`config.mk`:
```
export PLATFORM = sky130hd
export DESIGN_NAME = mul_issue_seq_flat
export DESIGN_NICKNAME = d
export VERILOG_FILES = /design/src/rtl/mdu_pkg.sv /design/src/rtl/mul_issue_seq_if.sv /design/src/rtl/mul_issue_seq.sv /design/src/flat_wrapper.sv
export SDC_FILE = /design/constraint.sdc
export NUM_CORES = 1
export LEC_CHECK = 0
export ABC_AREA = 1
export BUFFER_PORTS_ARGS = -buffer_cell sky130_fd_sc_hd__buf_2
export CORE_MARGIN = 2
export CORE_UTILIZATION = 45
export DETAILED_ROUTE_END_ITERATION = 10
export HOLD_SLACK_MARGIN = 0.02
export PLACE_DENSITY = 0.79
export SLEW_MARGIN = 20
export SYNTH_ARGS = -nofsm -noshare
export SYNTH_HDL_FRONTEND = slang
export SYNTH_SLANG_ARGS = --single-unit
```
`constraint.sdc`:
```
create_clock -name clk -period 1.6 [get_ports clk]
set_clock_uncertainty 0.1 [all_clocks]
set_input_delay 0.16 -clock clk [delete_from_list [all_inputs] [get_ports clk]]
set_output_delay 0.16 -clock clk [all_outputs]
set_load 0.02 [all_outputs]
```
`src/rtl/mdu_pkg.sv`:
```
`default_nettype none
// ============================================================================
// Module      : mdu_pkg
// Description : Shared multiply/divide unit definitions: M-extension multiply
//               op encoding, request-sequencer state encoding and the
//               op-to-unsigned-mode decode used to drive the multiplier.
// Revision    : 1.0 - initial release
// ============================================================================
package mdu_pkg;

  typedef enum logic [1:0] {
    OP_MUL    = 2'b00,
    OP_MULH   = 2'b01,
    OP_MULHSU = 2'b10,
    OP_MULHU  = 2'b11
  } mdu_op_t;

  typedef enum logic [2:0] {
    ST_IDLE   = 3'd0,
    ST_LAUNCH = 3'd1,
    ST_WAIT   = 3'd2,
    ST_RESP   = 3'd3,
    ST_HUNG   = 3'd4
  } mul_issue_state_t;

  // Only MULH needs a true signed x signed product. MUL takes the low half,
  // which is sign-agnostic, and MULHSU is corrected afterwards from an
  // unsigned product.
  function automatic logic op_usigned(input mdu_op_t op);
    return (op != OP_MULH);
  endfunction

endpackage
`default_nettype wire

```
`src/rtl/mul_issue_seq_if.sv`:
```
`default_nettype none
// ============================================================================
// Module      : mul_issue_seq_if
// Description : Bundle of the request, response and multiplier-side signals
//               of mul_issue_seq.
//               slave  : the sequencer's view.
//               master : the environment's view (request source, response
//                        sink and multiplier).
//               Signals: in_valid/in_ready/in_op/in_rs1/in_rs2/in_tag, flush,
//                        out_valid/out_ready/out_result/out_tag/out_err,
//                        mul_valid/mul_usigned/mul_multiplicand/
//                        mul_multiplier/mul_product/mul_res_ready.
// Revision    : 1.0 - initial release
// ============================================================================
interface mul_issue_seq_if #(
  parameter int W     = 32,
  parameter int TAG_W = 5
);
  import mdu_pkg::*;

  logic               in_valid;
  logic               in_ready;
  mdu_op_t            in_op;
  logic [W-1:0]       in_rs1;
  logic [W-1:0]       in_rs2;
  logic [TAG_W-1:0]   in_tag;
  logic               flush;

  logic               out_valid;
  logic               out_ready;
  logic [W-1:0]       out_result;
  logic [TAG_W-1:0]   out_tag;
  logic               out_err;

  logic               mul_valid;
  logic               mul_usigned;
  logic [W-1:0]       mul_multiplicand;
  logic [W-1:0]       mul_multiplier;
  logic [2*W-1:0]     mul_product;
  logic               mul_res_ready;

  modport slave (
    input  in_valid, in_op, in_rs1, in_rs2, in_tag, flush,
    output in_ready,
    input  out_ready,
    output out_valid, out_result, out_tag, out_err,
    output mul_valid, mul_usigned, mul_multiplicand, mul_multiplier,
    input  mul_product, mul_res_ready
  );

  modport master (
    output in_valid, in_op, in_rs1, in_rs2, in_tag, flush,
    input  in_ready,
    output out_ready,
    input  out_valid, out_result, out_tag, out_err,
    input  mul_valid, mul_usigned, mul_multiplicand, mul_multiplier,
    output mul_product, mul_res_ready
  );

endinterface
`default_nettype wire

```
`src/rtl/mul_issue_seq.sv`:
```
`default_nettype none
// ============================================================================
// Module      : mul_issue_seq
// Description : Request sequencer in front of the iterative multiplier.
//               Accepts one MUL/MULH/MULHSU/MULHU request at a time, pulses
//               the multiplier start for one cycle with registered operands,
//               waits for done (with a watchdog), selects and sign-corrects
//               the result half and returns it with its tag.
//               Ports : clk, rst_n (synchronous, active-low),
//                       bus (mul_issue_seq_if.slave).
//               Params: W (operand width), TAG_W (tag width),
//                       MAX_WAIT (watchdog limit in WAIT cycles).
//               Macro : MUL_ISSUE_MULHSU_EN - execute MULHSU; when undefined
//                       MULHSU is answered immediately with out_err=1.
// Revision    : 1.0 - initial release
// ============================================================================
module mul_issue_seq
  import mdu_pkg::*;
#(
  parameter int W        = 32,
  parameter int TAG_W    = 5,
  parameter int MAX_WAIT = 127
) (
  input  logic               clk,
  input  logic               rst_n,
  mul_issue_seq_if.slave     bus
);

  localparam int c_cnt_w = $clog2(MAX_WAIT + 1);
  // The counter holds the number of WAIT cycles already completed, so the
  // MAX_WAIT-th WAIT cycle is the one where it reads MAX_WAIT-1.
  localparam logic [c_cnt_w-1:0] c_wait_last = c_cnt_w'(MAX_WAIT - 1);

  mul_issue_state_t   r_state;
  mul_issue_state_t   w_next;
  mdu_op_t            r_op;
  logic [W-1:0]       r_rs1;
  logic [W-1:0]       r_rs2;
  logic [TAG_W-1:0]   r_tag;
  logic               r_usigned;
  logic [c_cnt_w-1:0] r_cnt;
  logic               r_discard;
  logic               r_hang;
  logic [W-1:0]       r_result;
  logic               r_err;

  logic               w_idle;
  logic               w_accept;
  logic               w_illegal;
  logic               w_timeout;
  logic [W-1:0]       w_hi;
  logic [W-1:0]       w_sel;

  assign w_idle    = (r_state == ST_IDLE);
  assign w_accept  = w_idle & bus.in_valid & ~bus.flush;
  assign w_timeout = (r_state == ST_WAIT) & ~bus.mul_res_ready &
                     (r_cnt == c_wait_last);

`ifdef MUL_ISSUE_MULHSU_EN
  assign w_illegal = 1'b0;
`else
  assign w_illegal = (bus.in_op == OP_MULHSU);
`endif

  assign bus.in_ready         = w_idle & ~bus.flush;
  assign bus.mul_valid        = (r_state == ST_LAUNCH);
  assign bus.mul_usigned      = r_usigned;
  assign bus.mul_multiplicand = r_rs1;
  assign bus.mul_multiplier   = r_rs2;
  assign bus.out_valid        = (r_state == ST_RESP);
  assign bus.out_result       = r_result;
  assign bus.out_tag          = r_tag;
  assign bus.out_err          = r_err;

  // Result half selection; MULHSU is run as unsigned x unsigned and the
  // high half is fixed up by subtracting rs2 when rs1 is negative.
  always_comb begin
    w_hi  = bus.mul_product[2*W-1:W];
    w_sel = w_hi;
    case (r_op)
      OP_MUL:    w_sel = bus.mul_product[W-1:0];
`ifdef MUL_ISSUE_MULHSU_EN
      OP_MULHSU: w_sel = w_hi - (r_rs1[W-1] ? r_rs2 : '0);
`endif
      default:   w_sel = w_hi;
    endcase
  end

  always_ff @(posedge clk) begin
    if (!rst_n) begin
      r_state <= ST_IDLE;
    end else begin
      r_state <= w_next;
    end
  end

  always_comb begin
    w_next = r_state;
    case (r_state)
      ST_IDLE: begin
        if (w_accept) begin
          w_next = w_illegal ? ST_RESP : ST_LAUNCH;
        end
      end
      ST_LAUNCH: begin
        w_next = ST_WAIT;
      end
      ST_WAIT: begin
        // A flush in the done cycle itself is treated like an earlier one.
        if (bus.mul_res_ready) begin
          w_next = (r_discard | bus.flush) ? ST_IDLE : ST_RESP;
        end else if (w_timeout) begin
          w_next = ST_RESP;
        end
      end
      ST_RESP: begin
        // A multiplier that timed out cannot be trusted again, so even a
        // flushed error response parks the block until reset.
        if (bus.out_ready | bus.flush) begin
          w_next = r_hang ? ST_HUNG : ST_IDLE;
        end
      end
      ST_HUNG: begin
        w_next = ST_HUNG;
      end
      default: begin
        w_next = ST_IDLE;
      end
    endcase
  end

  always_ff @(posedge clk) begin
    if (!rst_n) begin
      r_op      <= OP_MUL;
      r_rs1     <= '0;
      r_rs2     <= '0;
      r_tag     <= '0;
      r_usigned <= 1'b0;
      r_cnt     <= '0;
      r_discard <= 1'b0;
      r_hang    <= 1'b0;
      r_result  <= '0;
      r_err     <= 1'b0;
    end else begin
      if (w_accept) begin
        r_op      <= bus.in_op;
        r_rs1     <= bus.in_rs1;
        r_rs2     <= bus.in_rs2;
        r_tag     <= bus.in_tag;
        r_usigned <= op_usigned(bus.in_op);
        r_discard <= 1'b0;
        r_hang    <= 1'b0;
        if (w_illegal) begin
          r_result <= '0;
          r_err    <= 1'b1;
        end
      end

      if (r_state == ST_LAUNCH) begin
        r_cnt <= '0;
      end else if (r_state == ST_WAIT) begin
        r_cnt <= r_cnt + 1'b1;
      end

      if (((r_state == ST_LAUNCH) || (r_state == ST_WAIT)) && bus.flush) begin
        r_discard <= 1'b1;
      end

      if ((r_state == ST_WAIT) && (w_next == ST_RESP)) begin
        if (bus.mul_res_ready) begin
          r_result <= w_sel;
          r_err    <= 1'b0;
        end else begin
          r_result <= '0;
          r_err    <= 1'b1;
          r_hang   <= 1'b1;
        end
      end
    end
  end

endmodule
`default_nettype wire

```
`src/flat_wrapper.sv`:
```
// flat-port wrapper written by rule: the top's interface ports become plain ports
module mul_issue_seq_flat import mdu_pkg::*;
#(
  parameter int W        = 32,
  parameter int TAG_W    = 5,
  parameter int MAX_WAIT = 127
)
  (clk, rst_n, bus_in_valid, bus_in_op, bus_in_rs1, bus_in_rs2, bus_in_tag, bus_flush, bus_in_ready, bus_out_ready, bus_out_valid, bus_out_result, bus_out_tag, bus_out_err, bus_mul_valid, bus_mul_usigned, bus_mul_multiplicand, bus_mul_multiplier, bus_mul_product, bus_mul_res_ready);
  mul_issue_seq_if #(.W(W), .TAG_W(TAG_W)) bus_i ();
  input  logic clk;
  input  logic rst_n;
  input wire logic [$bits(bus_i.in_valid)-1:0] bus_in_valid;
  input wire logic [$bits(bus_i.in_op)-1:0] bus_in_op;
  input wire logic [$bits(bus_i.in_rs1)-1:0] bus_in_rs1;
  input wire logic [$bits(bus_i.in_rs2)-1:0] bus_in_rs2;
  input wire logic [$bits(bus_i.in_tag)-1:0] bus_in_tag;
  input wire logic [$bits(bus_i.flush)-1:0] bus_flush;
  output wire logic [$bits(bus_i.in_ready)-1:0] bus_in_ready;
  input wire logic [$bits(bus_i.out_ready)-1:0] bus_out_ready;
  output wire logic [$bits(bus_i.out_valid)-1:0] bus_out_valid;
  output wire logic [$bits(bus_i.out_result)-1:0] bus_out_result;
  output wire logic [$bits(bus_i.out_tag)-1:0] bus_out_tag;
  output wire logic [$bits(bus_i.out_err)-1:0] bus_out_err;
  output wire logic [$bits(bus_i.mul_valid)-1:0] bus_mul_valid;
  output wire logic [$bits(bus_i.mul_usigned)-1:0] bus_mul_usigned;
  output wire logic [$bits(bus_i.mul_multiplicand)-1:0] bus_mul_multiplicand;
  output wire logic [$bits(bus_i.mul_multiplier)-1:0] bus_mul_multiplier;
  input wire logic [$bits(bus_i.mul_product)-1:0] bus_mul_product;
  input wire logic [$bits(bus_i.mul_res_ready)-1:0] bus_mul_res_ready;
  assign bus_i.in_valid = bus_in_valid;
  assign bus_i.in_op = bus_in_op;
  assign bus_i.in_rs1 = bus_in_rs1;
  assign bus_i.in_rs2 = bus_in_rs2;
  assign bus_i.in_tag = bus_in_tag;
  assign bus_i.flush = bus_flush;
  assign bus_in_ready = bus_i.in_ready;
  assign bus_i.out_ready = bus_out_ready;
  assign bus_out_valid = bus_i.out_valid;
  assign bus_out_result = bus_i.out_result;
  assign bus_out_tag = bus_i.out_tag;
  assign bus_out_err = bus_i.out_err;
  assign bus_mul_valid = bus_i.mul_valid;
  assign bus_mul_usigned = bus_i.mul_usigned;
  assign bus_mul_multiplicand = bus_i.mul_multiplicand;
  assign bus_mul_multiplier = bus_i.mul_multiplier;
  assign bus_i.mul_product = bus_mul_product;
  assign bus_i.mul_res_ready = bus_mul_res_ready;
  mul_issue_seq #(.W(W), .TAG_W(TAG_W), .MAX_WAIT(MAX_WAIT)) u_core (.clk(clk), .rst_n(rst_n), .bus(bus_i));
endmodule
```
* Word-level counts from Yosys, hierarchy flattened
Index checks and enable logic that the tools add are counted. W data, S select, Z words.
Word-level totals: memory bits (writable) 0, logic and storage cells 62, bits in latches 0, memory bits (read-only) 0, register bits after elaboration 117, memories 0
Operators by class: divide/modulo/power cells 0, bitwise logic cells 10, $add $sub $neg 1, $mul 0, order comparisons 0, equality and inequality tests 8, shifts and indexed selects 0, reductions and logical operators 10, muxes and demuxes 22
Operator list (number):
- $mux W32 | 5
- $mux W3 | 5
- $pmux W3 S5 | 1
- $eq A3 B2 Y1 const B | 3
- $mux W1 | 9
- $add A7 B1 Y7 const B | 1
- $eq A7 B7 Y1 const B | 1
- $reduce_bool A2 Y1 | 3
- $and A1 B1 Y1 | 5
- $mux W2 | 2
- $eq A3 B1 Y1 const B | 1
- $eq A3 B3 Y1 const B | 1
- $logic_not A3 Y1 | 1
- $not A1 Y1 | 3
- $eq A2 B2 Y1 const B | 1
- $logic_and A1 B1 Y1 | 2
- $logic_not A2 Y1 | 1
- $ne A2 B1 Y1 const B | 1
- $or A1 B1 Y1 | 2
- $reduce_and A2 Y1 | 1
- $reduce_or A2 Y1 | 1
- $logic_or A1 B1 Y1 | 1

* Longest topological paths before layout
depth after elaboration 10, mapped depth 10

* Worst setup path before layout
Ideal clock, no wire load.
path kind reg2reg, start point register u_core.r_state[0], end point register u_core.r_cnt[4], required time 1.378 ns, data arrival time 1.435 ns, path slack -0.057 ns, cell stages (with the launch flop) 6, cells stage by stage dfxtp_1 > inv_1 > nor3_1 > inv_1 > nand2_1 > nor3_1
Between the ends: longest elaborated chain between the ends 2, elaborated cells on any way between the ends 3
RTL lines:
- start, declared | RTL line mul_issue_seq.sv:34 | mul_issue_state_t r_state;
- start signal, assigned | RTL line mul_issue_seq.sv:93 | r_state <= w_next;
- $eq A3 B1 Y1
- via bus_mul_valid | RTL line flat_wrapper.sv:24 | output wire logic [$bits(bus_i.mul_valid)-1:0] bus_mul_valid;
- $reduce_or A2 Y1 (no line)
- end signal, assigned | RTL line mul_issue_seq.sv:162 | r_cnt <= r_cnt + 1'b1;
- end, declared | RTL line mul_issue_seq.sv:41 | logic [c_cnt_w-1:0] r_cnt;
The timed path passes the listed nets, and every way through them passes these cells. A chain may end at the register's enable or synchronous reset.

* Worst setup path in the final report
start point register u_core.r_state[0], end point output bus_mul_valid
Between the ends: longest elaborated chain between the ends 1
RTL lines:
- $eq A3 B1 Y1 | RTL line mul_issue_seq.sv:66 | assign bus.mul_valid = (r_state == ST_LAUNCH);
- end, declared | RTL line flat_wrapper.sv:24
No other way between the ends.

==> run_results.csv <==
group,metric,value,unit
outcome,status,"finished clean",
synthesis,synth-seq-cells,117,
placed_design,dp_hpwl,9510,microns
synthesis,synth-simple-area-share,0.278,
synthesis,muxShareOfSynthArea,0,
cts,clk_path_buf_depth,2,
final_layout,n_fill_cell,651,
synthesis,ys_warn_count,0,
die,initial_core_util,0.464,
detailed_routing,routed_wl,19000,microns
power,p_per_area,992,nW/um^2
setup_path,crit_path_start,"u_core.r_state[0]",
cts,insertion_delay,500,ps
cts,htreeDepth,4,
power,p_leak,4.04,nW
synthesis,synth_xor_area_frac,0.00364,
timing,final.min_clock_period,1570,ps
final_layout,stdcell_area,8310,sq um
min_path,min_path_cells,4,
synthesis,synth_top_family_by_area,"simple AND/OR/NAND/NOR gates",
synthesis,synth_compound_gate_area_share,0.156,
final_layout,final_common_cell,"buf_2",
detailed_routing,vias_per_cell,5.16,
global_routing,use_met1,0.337,
final_layout,final_cells,1185,
synthesis,synth.distinct_cells,27,
setup_path,cp-end-kind,"output port",
timing,slew_viol_final,0,
cts,tritoncts,"yes",
setup_path,crit_type,"reg -> out",
global_routing,grt_max_degree,70,
setup_path,cp_max_fo,4,
placed_design,routabilityCongestion,0.842,
die,die_h,107,microns
setup_path,r2r-start,"u_core.r_state[0]",
global_routing,gr-total-overflow,0,
synthesis,synth_fa_ha_area_frac,0.00520,
detailed_routing,vias,6118,
detailed_routing,drc_errors,0,
power,design_power_total,8.25,mW
min_path,hp-start,"bus_in_rs1[30]",
min_path,hp-class,"in -> reg",
die,ios,247,
placed_design,port_buffers,246,
cts,cts-root-buf,"clkbuf_8",
die,die_area,11500,sq um
global_routing,met3_usage,0.104,
power,peakVddDrop,713,uV
setup_path,cp.arrival,1310,ps
synthesis,ys_seq_area_frac,0.487,
final_layout,fin_nets,1179,
detailed_routing,drt-initial-drc-count,519,
timing,setup_viol,0,
setup_path,setup.worst_path.start_class,"flip-flop",
final_layout,final_cell_mix,"buf_2, nor2_1, dlygate4sd3_1",
timing,period_share,0.983,
timing,worst_pin_slew,342,ps
global_routing,gr-usage-met2,0.539,
synthesis,syn_avg_cell_area,7.37,sq um
placed_design,placed_cell_area,6160,sq um
timing,max_freq,0.636,GHz
run,maxCapViolations,0,
cts,clk_pin_slew_worst_paths,60,ps
final_layout,final_util,0.802,
synthesis,syn_inst,653,
synthesis,syn_nets,796,
die,coreArea,10400,sq um
setup_path,reg2reg_depth,8,
detailed_routing,dr.pass1.iters,7,
cts,cts-buffers-inserted,17,
global_routing,antenna_found_initial,0,
die,row_count,37,
cts,clkSinkCount,117,
die,die_x,107,microns
synthesis,synth_area,4810,sq um
detailed_routing,wl_per_cell,16.1,microns
final_layout,drive_gt1_frac,0.321,
timing,rsz0062_at_grt,"yes",
global_routing,grt_busiest_layer,"met2",
final_layout,diodes,0,
global_routing,grt_pass1_vias,6126,
detailed_routing,drt.antenna.violating_nets,0,
timing,hold_viol,0,
setup_path,crit_required,1340,ps
placed_design,placed_cells,1004,
global_routing,grt_pass1_wl,28900,microns
global_routing,grt_use_total,0.318,
final_layout,syn_to_final_growth,72.8,%
timing,slew_headroom,0.769,
registers in the layout (all words and copies together), names as in the netlist:
| name | cells |
|---|---|
| u_core.bus.mul_multiplicand | 32 |
| u_core.bus.mul_multiplier | 32 |
| u_core.bus.out_result | 32 |
| u_core.r_cnt | 7 |
| u_core.bus.out_tag | 5 |
| u_core.r_state | 3 |
| u_core.r_op | 2 |
| u_core.bus.mul_usigned | 1 |
| u_core.bus.out_err | 1 |
| u_core.r_discard | 1 |
| u_core.r_hang | 1 |
metal layers:
metal  routed length (microns)  up-vias
met5                         0        -
met4                      1050        0
met3                      1520      105
met2                      9460      381
met1                      7010     2737
li1                          -     2895
stage by stage:
step	setup TNS [ps]	setup slack (ps)	hold slack (ps)
2_1_floorplan	0	175	188
3_3_place_gp	0	115	280
3_5_place_dp	0	42.7	288
4_1_cts	0	1.34	283
5_1_grt	-254	-35.1	318
6_report	0	27.5	311
worst max-delay path, stage by stage (launching register included):
cell and delay (ps):
dfxtp_4 390, inv_4 60, nor3_4 210, buf_6 150
cells in the mapped netlist:
| master | instances | share of area |
|---|---|---|
| nand3_1 | 36 | 0.037 |
| nor2_1 | 144 | 0.11 |
| ha_1 | 2 | 0.0052 |
| clkinv_2 | 1 | 0.0010 |
| a31oi_1 | 3 | 0.0039 |
| buf_2 | 18 | 0.019 |
| nand3_4 | 1 | 0.0036 |
| o21ai_0 | 105 | 0.11 |
| nand4_1 | 1 | 0.0013 |
| nand3_2 | 1 | 0.0021 |
| inv_2 | 2 | 0.0016 |
| xor2_1 | 2 | 0.0036 |
| nand2_2 | 3 | 0.0039 |
| buf_6 | 11 | 0.026 |
| nor3_1 | 3 | 0.0031 |
| nor2_4 | 1 | 0.0023 |
| inv_1 | 12 | 0.0094 |
| nor3b_1 | 1 | 0.0016 |
| a21oi_1 | 40 | 0.042 |
| and2_4 | 1 | 0.0018 |
| nand2_1 | 116 | 0.090 |
| o211ai_1 | 1 | 0.0016 |
| dfxtp_1 | 117 | 0.49 |
| nand3b_1 | 1 | 0.0016 |
| clkbuf_1 | 17 | 0.013 |
| nor2_2 | 12 | 0.016 |
| or3_1 | 1 | 0.0013 |
worst paths after layout:
check | to | slack [ps]
worst min register to register | u_core.r_discard | 360
worst max register to register | u_core.bus.out_result[30] | 50
worst min-delay path | u_core.bus.mul_multiplicand[30] | 310
worst max-delay path | bus_mul_valid | 30
cell type report:
type,instances,area [sq um],area share
well taps,136,170,0.0205
flip-flops and latches,117,2350,0.283
clock buffers,18,418,0.0503
repair buffers,410,2980,0.359
inverters,15,62.6,0.00752
clock inverters,14,129,0.0155
multi-input cells,475,2200,0.265
power breakdown:
part	switching, mW	leakage, nW	total (mW)	internal (mW)
sequential	0.0983	0.958	3.19	3.09
combinational	0.846	2.82	1.55	0.705
clock	1.44	0.262	3.51	2.07
total	2.38	4.04	8.25	5.87
kinds of logic after synthesis:
| family | after synthesis |
|---|---|
| XOR/XNOR | 2 |
| adder cells (fa/ha/maj) | 2 |
| flip-flops | 117 |
| buffers and inverters | 61 |
| AO/OA/AOI/OAI | 149 |
| AND/OR/NAND/NOR | 322 |
repair_timing:
action	4_1_cts	5_1_grt
resized for setup	12	16
setup endpoints to repair	3	78
hold buffers	140	0
hold endpoints to repair	111	0
buffers inserted	1	5
pin swaps	1	7
gates cloned	0	3
Power figures use the tool's default switching activity.
